File: config.mk
export PLATFORM = sky130hd
export DESIGN_NAME = seq_div_16_flat
export DESIGN_NICKNAME = d
export VERILOG_FILES = /design/src/rtl/seq_div_16_if.sv /design/src/rtl/seq_div_16.sv /design/src/flat_wrapper.sv
export SDC_FILE = /design/constraint.sdc
export NUM_CORES = 1
export LEC_CHECK = 0
export BUFFER_PORTS_ARGS = -buffer_cell sky130_fd_sc_hd__buf_2
export CORE_MARGIN = 2
export CORE_UTILIZATION = 51
export DETAILED_ROUTE_END_ITERATION = 10
export HOLD_SLACK_MARGIN = 0.15
export PLACE_DENSITY = 0.83
export RECOVER_POWER = 100
export SLEW_MARGIN = 20
export SYNTH_ARGS = -nofsm -noshare
export SYNTH_HDL_FRONTEND = slang
export SYNTH_SLANG_ARGS = --single-unit
File: constraint.sdc
create_clock -name clk -period 2.6 [get_ports clk]
set_input_delay 0.13 -clock clk [delete_from_list [all_inputs] [get_ports clk]]
set_output_delay 0.13 -clock clk [all_outputs]
set_load 0.005 [all_outputs]
File: src/rtl/seq_div_16_if.sv
// Start/done handshake bundle for the iterative unsigned divider.
// The master issues operands; the slave returns quotient, remainder and flags.
interface seq_div_16_if #(
    parameter int unsigned WIDTH = 16
);
    logic             start;
    logic [WIDTH-1:0] dividend;
    logic [WIDTH-1:0] divisor;
    logic             busy;
    logic             done;
    logic [WIDTH-1:0] quotient;
    logic [WIDTH-1:0] remainder;
    logic             div_by_zero;

    modport master (
        output start, dividend, divisor,
        input  busy, done, quotient, remainder, div_by_zero
    );

    modport slave (
        input  start, dividend, divisor,
        output busy, done, quotient, remainder, div_by_zero
    );
endinterface

File: src/rtl/seq_div_16.sv
// Iterative unsigned restoring divider, one quotient bit per clock.
// Divide-by-zero completes in the accepting cycle with an all-ones quotient.
module seq_div_16 #(
    parameter int unsigned WIDTH = 16
) (
    input  logic         clk,
    input  logic         rst_n,
    seq_div_16_if.slave  bus
);
    localparam int unsigned CntW = $clog2(WIDTH + 1);

    typedef enum logic [0:0] {StIdle, StCalc} state_e;

    state_e           state_q, state_d;
    logic [WIDTH-1:0] shreg_q, shreg_d;
    // Partial remainder is always < divisor between steps, so WIDTH bits hold it;
    // the shifted value and the trial subtract are WIDTH+1 bits wide.
    logic [WIDTH-1:0] rem_q, rem_d;
    logic [WIDTH-1:0] dvsr_q, dvsr_d;
    logic [CntW-1:0]  cnt_q, cnt_d;
    logic [WIDTH-1:0] quot_q, quot_d;
    logic [WIDTH-1:0] remo_q, remo_d;
    logic             dbz_q, dbz_d;
    logic             done_q, done_d;

    logic [WIDTH:0]   r_shift;
    logic [WIDTH:0]   trial;
    logic             q_bit;

    assign r_shift = {rem_q, shreg_q[WIDTH-1]};
    assign trial   = r_shift - {1'b0, dvsr_q};
    assign q_bit   = ~trial[WIDTH];

    always_comb begin
        state_d = state_q;
        shreg_d = shreg_q;
        rem_d   = rem_q;
        dvsr_d  = dvsr_q;
        cnt_d   = cnt_q;
        quot_d  = quot_q;
        remo_d  = remo_q;
        dbz_d   = dbz_q;
        done_d  = 1'b0;
        unique case (state_q)
            StIdle: begin
                if (bus.start) begin
                    if (bus.divisor == '0) begin
                        quot_d = '1;
                        remo_d = bus.dividend;
                        dbz_d  = 1'b1;
                        done_d = 1'b1;
                    end else begin
                        shreg_d = bus.dividend;
                        dvsr_d  = bus.divisor;
                        rem_d   = '0;
                        cnt_d   = CntW'(WIDTH);
                        state_d = StCalc;
                    end
                end
            end
            StCalc: begin
                shreg_d = {shreg_q[WIDTH-2:0], q_bit};
                rem_d   = q_bit ? trial[WIDTH-1:0] : r_shift[WIDTH-1:0];
                cnt_d   = cnt_q - CntW'(1);
                if (cnt_q == CntW'(1)) begin
                    quot_d  = shreg_d;
                    remo_d  = rem_d;
                    dbz_d   = 1'b0;
                    done_d  = 1'b1;
                    state_d = StIdle;
                end
            end
            default: state_d = StIdle;
        endcase
    end

    always_ff @(posedge clk or negedge rst_n) begin
        if (!rst_n) begin
            state_q <= StIdle;
            shreg_q <= '0;
            rem_q   <= '0;
            dvsr_q  <= '0;
            cnt_q   <= '0;
            quot_q  <= '0;
            remo_q  <= '0;
            dbz_q   <= 1'b0;
            done_q  <= 1'b0;
        end else begin
            state_q <= state_d;
            shreg_q <= shreg_d;
            rem_q   <= rem_d;
            dvsr_q  <= dvsr_d;
            cnt_q   <= cnt_d;
            quot_q  <= quot_d;
            remo_q  <= remo_d;
            dbz_q   <= dbz_d;
            done_q  <= done_d;
        end
    end

    assign bus.busy        = (state_q == StCalc);
    assign bus.done        = done_q;
    assign bus.quotient    = quot_q;
    assign bus.remainder   = remo_q;
    assign bus.div_by_zero = dbz_q;
endmodule
File: src/flat_wrapper.sv
// flat-port wrapper written by rule: the top's interface ports become plain ports
module seq_div_16_flat 
#(
    parameter int unsigned WIDTH = 16
)
  (clk, rst_n, bus_start, bus_dividend, bus_divisor, bus_busy, bus_done, bus_quotient, bus_remainder, bus_div_by_zero);
  seq_div_16_if #(.WIDTH(WIDTH)) bus_i ();
  input  logic clk;
  input  logic rst_n;
  input wire logic [$bits(bus_i.start)-1:0] bus_start;
  input wire logic [$bits(bus_i.dividend)-1:0] bus_dividend;
  input wire logic [$bits(bus_i.divisor)-1:0] bus_divisor;
  output wire logic [$bits(bus_i.busy)-1:0] bus_busy;
  output wire logic [$bits(bus_i.done)-1:0] bus_done;
  output wire logic [$bits(bus_i.quotient)-1:0] bus_quotient;
  output wire logic [$bits(bus_i.remainder)-1:0] bus_remainder;
  output wire logic [$bits(bus_i.div_by_zero)-1:0] bus_div_by_zero;
  assign bus_i.start = bus_start;
  assign bus_i.dividend = bus_dividend;
  assign bus_i.divisor = bus_divisor;
  assign bus_busy = bus_i.busy;
  assign bus_done = bus_i.done;
  assign bus_quotient = bus_i.quotient;
  assign bus_remainder = bus_i.remainder;
  assign bus_div_by_zero = bus_i.div_by_zero;
  seq_div_16 #(.WIDTH(WIDTH)) u_core (.clk(clk), .rst_n(rst_n), .bus(bus_i));
endmodule
**Word level (Yosys, flattened, before mapping)**

Index checks and enable logic that the tools add are counted.

- Flip-flop bits (word level): 88
- Input port bits: 35
- Output and inout port bits: 35
- Logic and storage cells: 53

- Add/subtract/negate cells: 2
- Eq/ne operators: 5
- Multiplexer cells: 30
- Bitwise logic cells: 3
- Reduce and logical (&&, ||, !) cells: 4

Operators by type and width:

| cell | number |
|---|---|
| $mux W16 | 11 |
| $pmux W16 S2 | 4 |
| $sub A17 B16 Y17 | 1 |
| $logic_not A16 Y1 | 1 |
| $mux W5 | 2 |
| $pmux W5 S2 | 1 |
| $mux W1 | 9 |
| $ne A2 B2 Y1 const B | 3 |
| $pmux W1 S2 | 3 |
| $reduce_and A3 Y1 | 2 |
| $eq A5 B1 Y1 const B | 1 |
| $sub A5 B1 Y5 const B | 1 |
| $not A1 Y1 | 3 |
| $ne A2 B1 Y1 const B | 1 |
| $reduce_and A2 Y1 | 1 |

**Longest topological paths before layout**

Gate-level depths: netlist (run 1).

- Depth after elaboration: 4
- Gate-level depth with buffers: 12
- Gate-level depth less buffers: 11

**Worst setup path after synthesis (run 1)**

Ideal clock, no wire load.

- Path kind: reg2reg
- From: reg u_core.shreg_q[15]
- To: reg u_core.remo_q[14] (netlist: u_core.bus.remainder[14])
- Library setup time: 0.134 ns
- Data arrival time: 2.379 ns
- Required time: 2.466 ns
- Setup slack: 0.087 ns
- Stages on the path, launching flop included: 13
- Path buffers: 1
- Period minus slack after synthesis: 2.513 ns
- Path through: dfrtp_1 -> inv_1 -> ha_1 -> inv_1 -> fa_1 -> a211oi_2 -> o21ai_2 -> a21oi_2 -> a21oi_2 -> xnor2_2 -> buf_6 -> mux2i_1 -> o211ai_2

- Word-level cells in the longest chain between the ends: 4

Ends and longest elaborated chain:

| element | line | RTL |
|---|---|---|
| start: declaration | seq_div_16.sv:15 | `logic [WIDTH-1:0] shreg_q, shreg_d;` |
| start signal: assignment | seq_div_16.sv:90 | `shreg_q <= shreg_d;` |
| $sub A17 B16 Y17 | seq_div_16.sv:31 | `assign trial = r_shift - {1'b0, dvsr_q};` |
| $mux W16 | seq_div_16.sv:63 | `rem_d = q_bit ? trial[WIDTH-1:0] : r_shift[WIDTH-1:0];` |
| $mux W16 | seq_div_16.sv:65 | `if (cnt_q == CntW'(1)) begin` |
| $pmux W16 S2 | seq_div_16.sv:44 | `unique case (state_q)` |
| end signal: assignment | seq_div_16.sv:95 | `remo_q <= remo_d;` |
| end: declaration | seq_div_16.sv:22 | `logic [WIDTH-1:0] remo_q, remo_d;` |

No other way between the ends. The select of a mux whose other input is x is not followed.
A chain may end at the register's enable or synchronous reset.

**Final worst setup path (run 1)**

- From: reg u_core.shreg_q[15]
- To: reg u_core.remo_q[10] (netlist: u_core.bus.remainder[10])

The elaborated chain is that of the path after synthesis.

==> impl_metrics.env, run 1 <==
export IMPL_run_status="complete, but fails checks"
export IMPL_violations_in_the_final_reports="max-capacitance violations, max-slew violations"
export IMPL_cp_common_cell="sky130_fd_sc_hd__inv_2"
export IMPL_cp_start_kind="flop"
export IMPL_die_width_um=98.7
export IMPL_final_seq_area_um2=2200
export IMPL_worst_hold_startpoint="bus_start"
export IMPL_timing_final_crit_share_pct=99.6
export IMPL_power_switching_mw=4.19
export IMPL_htree_num_levels=3
export IMPL_cts_buffers_inserted=9
export IMPL_pwr_density_cell_nw_per_um2=1620
export IMPL_timing_setup_tns_ns=0
export IMPL_hold_path_depth=5
export IMPL_fillCellCount=681
export IMPL_hold_end="u_core.cnt_q[1]"
export IMPL_ys_warn_count=0
export IMPL_regToRegEndpoint="u_core.bus.remainder[10]"
export IMPL_crit_path_arrival_time_ns=2.84
export IMPL_core_rowCount=34
export IMPL_worstMarginPinSlew_ns=2.15
export IMPL_io_pins=70
export IMPL_clockRootBuffer="sky130_fd_sc_hd__clkbuf_8"
export IMPL_drt_wl_total_mm=12.1
export IMPL_avgSynthCellArea_um2=9.23
export IMPL_initial_antenna_violation_count=0
export IMPL_n_antenna_cell=0
export IMPL_post_drt_wl_per_cell_um=16.8
export IMPL_synth_most_common_cell="sky130_fd_sc_hd__dfrtp_1"
export IMPL_overall_global_routing_resource_usage_pct=25.3
export IMPL_fin_clk_skew_ns=0.00997
export IMPL_grt_pass1_vias=4075
export IMPL_drv_cap=1
export IMPL_area_share_of_the_largest_cell_type_after_synthesis_pct=48.1
export IMPL_cp_end_kind="flop"
export IMPL_drt_initial_drc_count=250
export IMPL_fmax_mhz=386
export IMPL_fraction_of_the_yosys_area_taken_by_sequential_cells_pct=48.1
export IMPL_synth_edf_count=0
export IMPL_pin_count_of_the_biggest_net_entering_global_routing=89
export IMPL_ys_top_cells_by_area="sky130_fd_sc_hd__dfrtp_1, sky130_fd_sc_hd__nand2_1, sky130_fd_sc_hd__ha_1"
export IMPL_report_final_hold_viol_count=0
export IMPL_numPortBuffers=69
export IMPL_yosys_cell_types_count=56
export IMPL_num_vias=4195
export IMPL_leakagePower_nw=2.58
export IMPL_grt_setup_unrepaired="true"
export IMPL_rrSetupSlack_ns=0.01
export IMPL_worst_hold_slack_ns=0.365
export IMPL_synth_top_flop_cell="sky130_fd_sc_hd__dfrtp_1"
export IMPL_global_route_wire_length_before_repair_mm=19.8
export IMPL_synth_area_um2=4580
export IMPL_drtPass1Iterations=4
export IMPL_initial_core_util_pct=52.5
export IMPL_synth_cells_most_frequent="sky130_fd_sc_hd__dfrtp_1, sky130_fd_sc_hd__nand2_1, sky130_fd_sc_hd__nor2_1, sky130_fd_sc_hd__a21oi_1, sky130_fd_sc_hd__inv_1"
export IMPL_async_flop_share_pct=100
export IMPL_core_area_um2=8720
export IMPL_die_area_um2=9750
export IMPL_synth_top_area_cell="sky130_fd_sc_hd__dfrtp_1"
export IMPL_drcViolationCount=0
export IMPL_numClockSinks=88
export IMPL_worstPathMaxFanout=2
export IMPL_die_height_um=98.7
export IMPL_finalMaxSlewViolations=89
export IMPL_cts_clk_slew_worst_paths_ns=0.09
export IMPL_synthesis_instances=496
export IMPL_setup_viol=0
export IMPL_r2r_worst_path_cells=12
export IMPL_area_growth_syn_to_fin_pct=24.0
export IMPL_p_comb_share_pct=62.4
export IMPL_ant_nets=0
export IMPL_clock_insertion_delay_worst_skew_ns=0.36
export IMPL_place_gp_congestion=0.889
export IMPL_synth_ff_latch_count=88
export IMPL_finalNetCount=659
export IMPL_cp_data_required_time_ns=2.85
export IMPL_max_slew_margin_pct=-43.4
export IMPL_pwr_share_seq_pct=27.9
export IMPL_post_route_cells_drive_above_1_share_pct=18.9
export IMPL_setup_worst_path_class="flop to flop"
export IMPL_pwr_share_clk_pct=9.7
export IMPL_power_switching_share_pct=45.5
export IMPL_hpwlAfterDp_mm=8.15
export IMPL_cpMaxStageDelayCell="sky130_fd_sc_hd__dfrtp_1"
export IMPL_clock_tree_from_tritoncts="yes"
export IMPL_multiInputGateArea_um2=2230
export IMPL_global_route_overflow=0
export IMPL_ir_drop_uv=726
export IMPL_critical_path_max_stage_delay_ns=0.41
export IMPL_synth_nets=550
export IMPL_routed_via_density=5.84
export IMPL_hp_class="input port to flop"
export IMPL_worst_r2r_startpoint="u_core.shreg_q[15]"
export IMPL_cts_root_to_sink_buffers=2
export IMPL_period_needed_ns=2.59
export IMPL_internal_power_mw=5.02
export IMPL_cell_by_cell_trace_of_the_critical_path="inv_2 -> ha_4 -> inv_2 -> fa_2 -> a211oi_4 -> buf_4 -> o211ai_1 -> a31o_2 -> a21oi_2 -> xor2_1 -> nand3b_1 -> a32o_1"
[per-stage QoR]
step	utilization [%]	instance area, um2	power (mW)	setup WS [ns]	std cells
3_5_place_dp	58.0	5060	7.67	-0.0257	662
6_report	65.1	5670	9.21	0.0103	718
3_3_place_gp	58.0	5060	7.47	0.0635	662
4_1_cts	64.2	5600	8.81	0.0279	711
5_1_grt	65.1	5670	9.90	-0.0920	718
2_1_floorplan	-	4580	6.36	0.0870	496
[cell usage in the layout (no fill, tap or decap), types with 4 or more instances in the layout]
cell / Yosys / final
sky130_fd_sc_hd__nor3_1: 4 / 4
sky130_fd_sc_hd__mux2i_1: 16 / 12
sky130_fd_sc_hd__clkbuf_1: 17 / 22
sky130_fd_sc_hd__a31oi_1: 18 / 18
sky130_fd_sc_hd__dlygate4sd3_1: 0 / 33
sky130_fd_sc_hd__clkbuf_8: 0 / 9
sky130_fd_sc_hd__nor4_1: 4 / 4
sky130_fd_sc_hd__xor2_1: 7 / 7
sky130_fd_sc_hd__nand3_1: 8 / 8
sky130_fd_sc_hd__o22ai_1: 10 / 10
sky130_fd_sc_hd__inv_1: 25 / 23
sky130_fd_sc_hd__buf_2: 6 / 51
sky130_fd_sc_hd__buf_4: 1 / 15
sky130_fd_sc_hd__o21ai_1: 14 / 13
sky130_fd_sc_hd__a21oi_1: 42 / 41
sky130_fd_sc_hd__xnor2_1: 8 / 8
sky130_fd_sc_hd__nand2_1: 77 / 77
sky130_fd_sc_hd__ha_1: 18 / 15
sky130_fd_sc_hd__nor2_1: 50 / 51
sky130_fd_sc_hd__dfrtp_1: 88 / 88
sky130_fd_sc_hd__o21ai_0: 22 / 22
[critical path, delay by kind of cell (launching register included)]
kind / cells / cell delay, ns
and+or+nand+nor: 1 / 0.11
adders and majority gates: 2 / 0.49
DFF: 1 / 0.41
AOI/OAI and AO/OA: 5 / 1.01
buffers and inverters: 3 / 0.25
xor gates and xnor gates: 1 / 0.20
[registers in the layout, indices dropped and copies added (netlist names)]
name	cells
u_core.bus.busy	1
u_core.bus.div_by_zero	1
u_core.bus.done	1
u_core.bus.quotient	16
u_core.bus.remainder	16
u_core.cnt_q	5
u_core.dvsr_q	16
u_core.rem_q	16
u_core.shreg_q	16
[metal layers]
metal | share of wire (%) | routed length (um) | track usage [%]
met5 | 0 | 0 | 0
met2 | 49 | 5970 | 42.1
met4 | 3.6 | 440 | 10.2
met1 | 41 | 5020 | 33.6
met3 | 5.5 | 665 | 3.69
[logic make-up after synthesis]
kind of cell,share of synthesized area [%]
mux,3.75
compound gates,18.5
xor+xnor,3.23
buf+inv,4.84
flops,48.1
simple gates,16.2
fa+ha+maj,5.36
[power by group through the flow]
stage | Clock (mW) | Sequential (mW) | Combinational [mW]
2_1_floorplan | 0 | 2.45 | 3.90
3_3_place_gp | 0 | 2.53 | 4.94
3_5_place_dp | 0 | 2.55 | 5.12
4_1_cts | 0.899 | 2.53 | 5.39
5_1_grt | 0.951 | 2.64 | 6.30
6_report | 0.890 | 2.57 | 5.75
[layout make-up]
class,instances,area share (%)
multi-input combinational,356,39.3
sequential,88,38.8
inverter,26,1.72
timing repair buffer,124,14.5
tap,108,2.38
clock buffer,10,2.25
clock inverter,6,0.948
[worst max path at each step]
stage | startpoint | to
after global routing | u_core.shreg_q[15] | u_core.bus.remainder[1]
after detailed placement | u_core.shreg_q[15] | u_core.bus.remainder[0]
after CTS | u_core.shreg_q[15] | u_core.bus.remainder[11]
final | u_core.shreg_q[15] | u_core.bus.remainder[10]
after floorplan | u_core.shreg_q[15] | u_core.bus.remainder[14]
after global placement | u_core.shreg_q[15] | u_core.rem_q[14]
[repair_timing]
item	CTS	global route
endpoints found under the setup margin	21	32
cloned	0	1
buffers inserted	0	6
hold buffers	33	0
pin swaps	0	7
hold endpoints to repair	134	0
gates resized for setup	6	13
No activity file was read; power rests on OpenSTA's default activity.
==> inputs of run 2 (changes only) <==
--- a/config.mk
+++ b/config.mk
@@ -7,11 +7,12 @@
 export LEC_CHECK = 0
 export BUFFER_PORTS_ARGS = -buffer_cell sky130_fd_sc_hd__buf_2
 export CORE_MARGIN = 2
-export CORE_UTILIZATION = 51
+export CORE_UTILIZATION = 45
 export DETAILED_ROUTE_END_ITERATION = 10
 export HOLD_SLACK_MARGIN = 0.15
-export PLACE_DENSITY = 0.83
+export PLACE_DENSITY = 0.75
 export RECOVER_POWER = 100
+export SETUP_SLACK_MARGIN = 0.15
 export SLEW_MARGIN = 20
 export SYNTH_ARGS = -nofsm -noshare
 export SYNTH_HDL_FRONTEND = slang
==> run 2 against run 1 <==
  * The flow finishes with violations (negative setup slack)
  * Register-to-register slack worse by 0.08 ns
  * Core utilization down 3.7 points
  * Via count up 1.3%
  * Clock-buffer cell count is the same
  * Critical path type unchanged
  * Cell area increased by 6.2%
  * Die area grew 13%
  * Non-clock buffer count grew 10
==> impl_metrics.env, run 2 (synthesis results as in run 1) <==
export IMPL_area_growth_syn_to_fin_pct=31.6
export IMPL_overall_global_routing_resource_usage_pct=23.4
export IMPL_cp_data_required_time_ns=2.93
export IMPL_crit_path_arrival_time_ns=3.00
export IMPL_clock_tree_from_tritoncts="yes"
export IMPL_worst_hold_startpoint="bus_start"
export IMPL_run_status="complete, but fails checks"
export IMPL_finalMaxSlewViolations=0
export IMPL_worst_r2r_startpoint="u_core.shreg_q[15]"
export IMPL_io_pins=70
export IMPL_post_route_cells_drive_above_1_share_pct=23.1
export IMPL_drt_wl_total_mm=12.9
export IMPL_dpl_instance_area_um2=5130
export IMPL_cp_start_kind="flop"
export IMPL_ant_nets=0
export IMPL_fin_clk_skew_ns=0.0172
export IMPL_period_needed_ns=2.67
export IMPL_r2r_worst_path_cells=13
export IMPL_die_height_um=105
export IMPL_grtUsageMet2_pct=38.1
export IMPL_hpwlAfterDp_mm=8.42
export IMPL_grt_setup_unrepaired="true"
export IMPL_pin_count_of_the_biggest_net_entering_global_routing=59
export IMPL_grt_pass1_vias=4153
export IMPL_drt_initial_drc_count=263
export IMPL_global_route_wire_length_before_repair_mm=20.3
export IMPL_worstPathMaxFanout=6
export IMPL_numPortBuffers=69
export IMPL_number_of_cells_after_detailed_placement=688
export IMPL_hp_class="input port to flop"
export IMPL_die_width_um=105
export IMPL_gr_usage_met1_pct=30.3
export IMPL_clock_insertion_delay_worst_skew_ns=0.38
export IMPL_rrSetupSlack_ns=-0.07
export IMPL_busiest_layer="met2"
export IMPL_cpMaxStageDelayCell="sky130_fd_sc_hd__dfrtp_1"
export IMPL_core_area_um2=9820
export IMPL_post_drt_wl_per_cell_um=17.2
export IMPL_violations_in_the_final_reports="negative setup slack"
export IMPL_clockRootBuffer="sky130_fd_sc_hd__clkbuf_8"
export IMPL_hold_end="u_core.cnt_q[2]"
export IMPL_cts_clk_slew_worst_paths_ns=0.10
export IMPL_final_critical_path_setup_slack_ns=-0.0731
export IMPL_initial_core_util_pct=46.6
export IMPL_setup_worst_path_class="flop to flop"
export IMPL_fillCellCount=816
export IMPL_layout_commonest_cell="sky130_fd_sc_hd__dfrtp_1"
export IMPL_regToRegEndpoint="u_core.bus.remainder[0]"
export IMPL_groute_layer_met3_usage_pct=4.30
export IMPL_critical_path_max_stage_delay_ns=0.40
export IMPL_cts_buffers_inserted=9
export IMPL_worst_hold_slack_ns=0.286
export IMPL_finalNetCount=669
export IMPL_drcViolationCount=0
export IMPL_timing_final_crit_share_pct=103
export IMPL_fmax_mhz=374
export IMPL_cell_by_cell_trace_of_the_critical_path="inv_2 -> ha_4 -> inv_2 -> fa_2 -> a211oi_4 -> o21ai_2 -> a21oi_2 -> a21oi_2 -> xnor2_2 -> buf_6 -> buf_12 -> mux2i_1 -> a221o_1"
export IMPL_numClockSinks=88
export IMPL_drv_cap=0
export IMPL_die_area_um2=11000
export IMPL_global_route_overflow=0
export IMPL_initial_antenna_violation_count=0
export IMPL_n_antenna_cell=0
export IMPL_report_final_hold_viol_count=0
export IMPL_worstMarginPinSlew_ns=1.44
export IMPL_setup_viol=17
export IMPL_cts_root_to_sink_buffers=2
export IMPL_final_cell_count_without_fillers=753
export IMPL_hold_path_depth=3
export IMPL_num_vias=4249
export IMPL_core_rowCount=36
export IMPL_htree_num_levels=3
export IMPL_max_slew_margin_pct=4.24
export IMPL_stdcell_area_um2=6020
export IMPL_most_common_layout_cells="sky130_fd_sc_hd__dfrtp_1, sky130_fd_sc_hd__nand2_1, sky130_fd_sc_hd__nor2_1"
export IMPL_routed_via_density=5.64
export IMPL_drtPass1Iterations=5
export IMPL_place_gp_congestion=0.893
export IMPL_cp_end_kind="flop"
run 2: layer usage:
| metal | wire length (um) | up-vias |
|---|---|---|
| met5 | 0 | - |
| met4 | 361 | 0 |
| met3 | 873 | 37 |
| met2 | 6440 | 181 |
| met1 | 5250 | 2056 |
| li1 | - | 1975 |
run 2: how the worst max path moves through the flow:
stage | start | slack (ns) | cells after the start | end
finish | u_core.shreg_q[15] | -0.07 | 13 | u_core.bus.remainder[0]
global route | u_core.shreg_q[15] | -0.17 | 11 | u_core.bus.remainder[10]
global placement | u_core.shreg_q[15] | 0.08 | 12 | u_core.bus.remainder[14]
floorplan | u_core.shreg_q[15] | 0.1 | 12 | u_core.bus.remainder[14]
detailed placement | u_core.shreg_q[15] | -0.05 | 12 | u_core.bus.remainder[13]
CTS | u_core.shreg_q[15] | 0.04 | 12 | u_core.bus.remainder[0]
run 2: through the flow:
stage	TNS, ns	setup WS [ns]	util, %
after floorplan	0	0.0962	-
final	-0.439	-0.0731	61.3
after detailed placement	-0.140	-0.0536	52.2
after CTS	0	0.0353	59.5
after global routing	-3.64	-0.170	61.3
after global placement	0	0.0820	52.2
run 2: cell type report:
| class | instances | area (um2) | area share, % |
|---|---|---|---|
| Timing Repair Buffer | 134 | 966 | 16.0 |
| Sequential cell | 88 | 2200 | 36.6 |
| Tap cell | 133 | 166 | 2.76 |
| Clock inverter | 6 | 72.6 | 1.20 |
| Multi-Input combinational cell | 356 | 2380 | 39.5 |
| Inverter | 26 | 98.8 | 1.64 |
| Clock buffer | 10 | 138 | 2.29 |
run 2: worst max-delay path, delay by kind of cell, from the launching register on:
kind	cells	cell delay, ns
compound gates	5	0.84
fa+ha+maj	2	0.50
buf+inv	4	0.43
flops	1	0.40
mux	1	0.29
xor+xnor	1	0.17
run 2: what timing repair did:
item | in CTS | in global routing
hold buffers | 33 | 0
resized for setup | 26 | 32
setup buffers | 6 | 9
pin swaps | 8 | 10
endpoints found under the setup margin | 32 | 45
cloned | 1 | 0
endpoints found under the hold margin | 102 | 0
Power of run 2 is left out: the tool's default activity adds up to more than one toggle a clock period on the data nets, which glitch-free logic cannot reach.
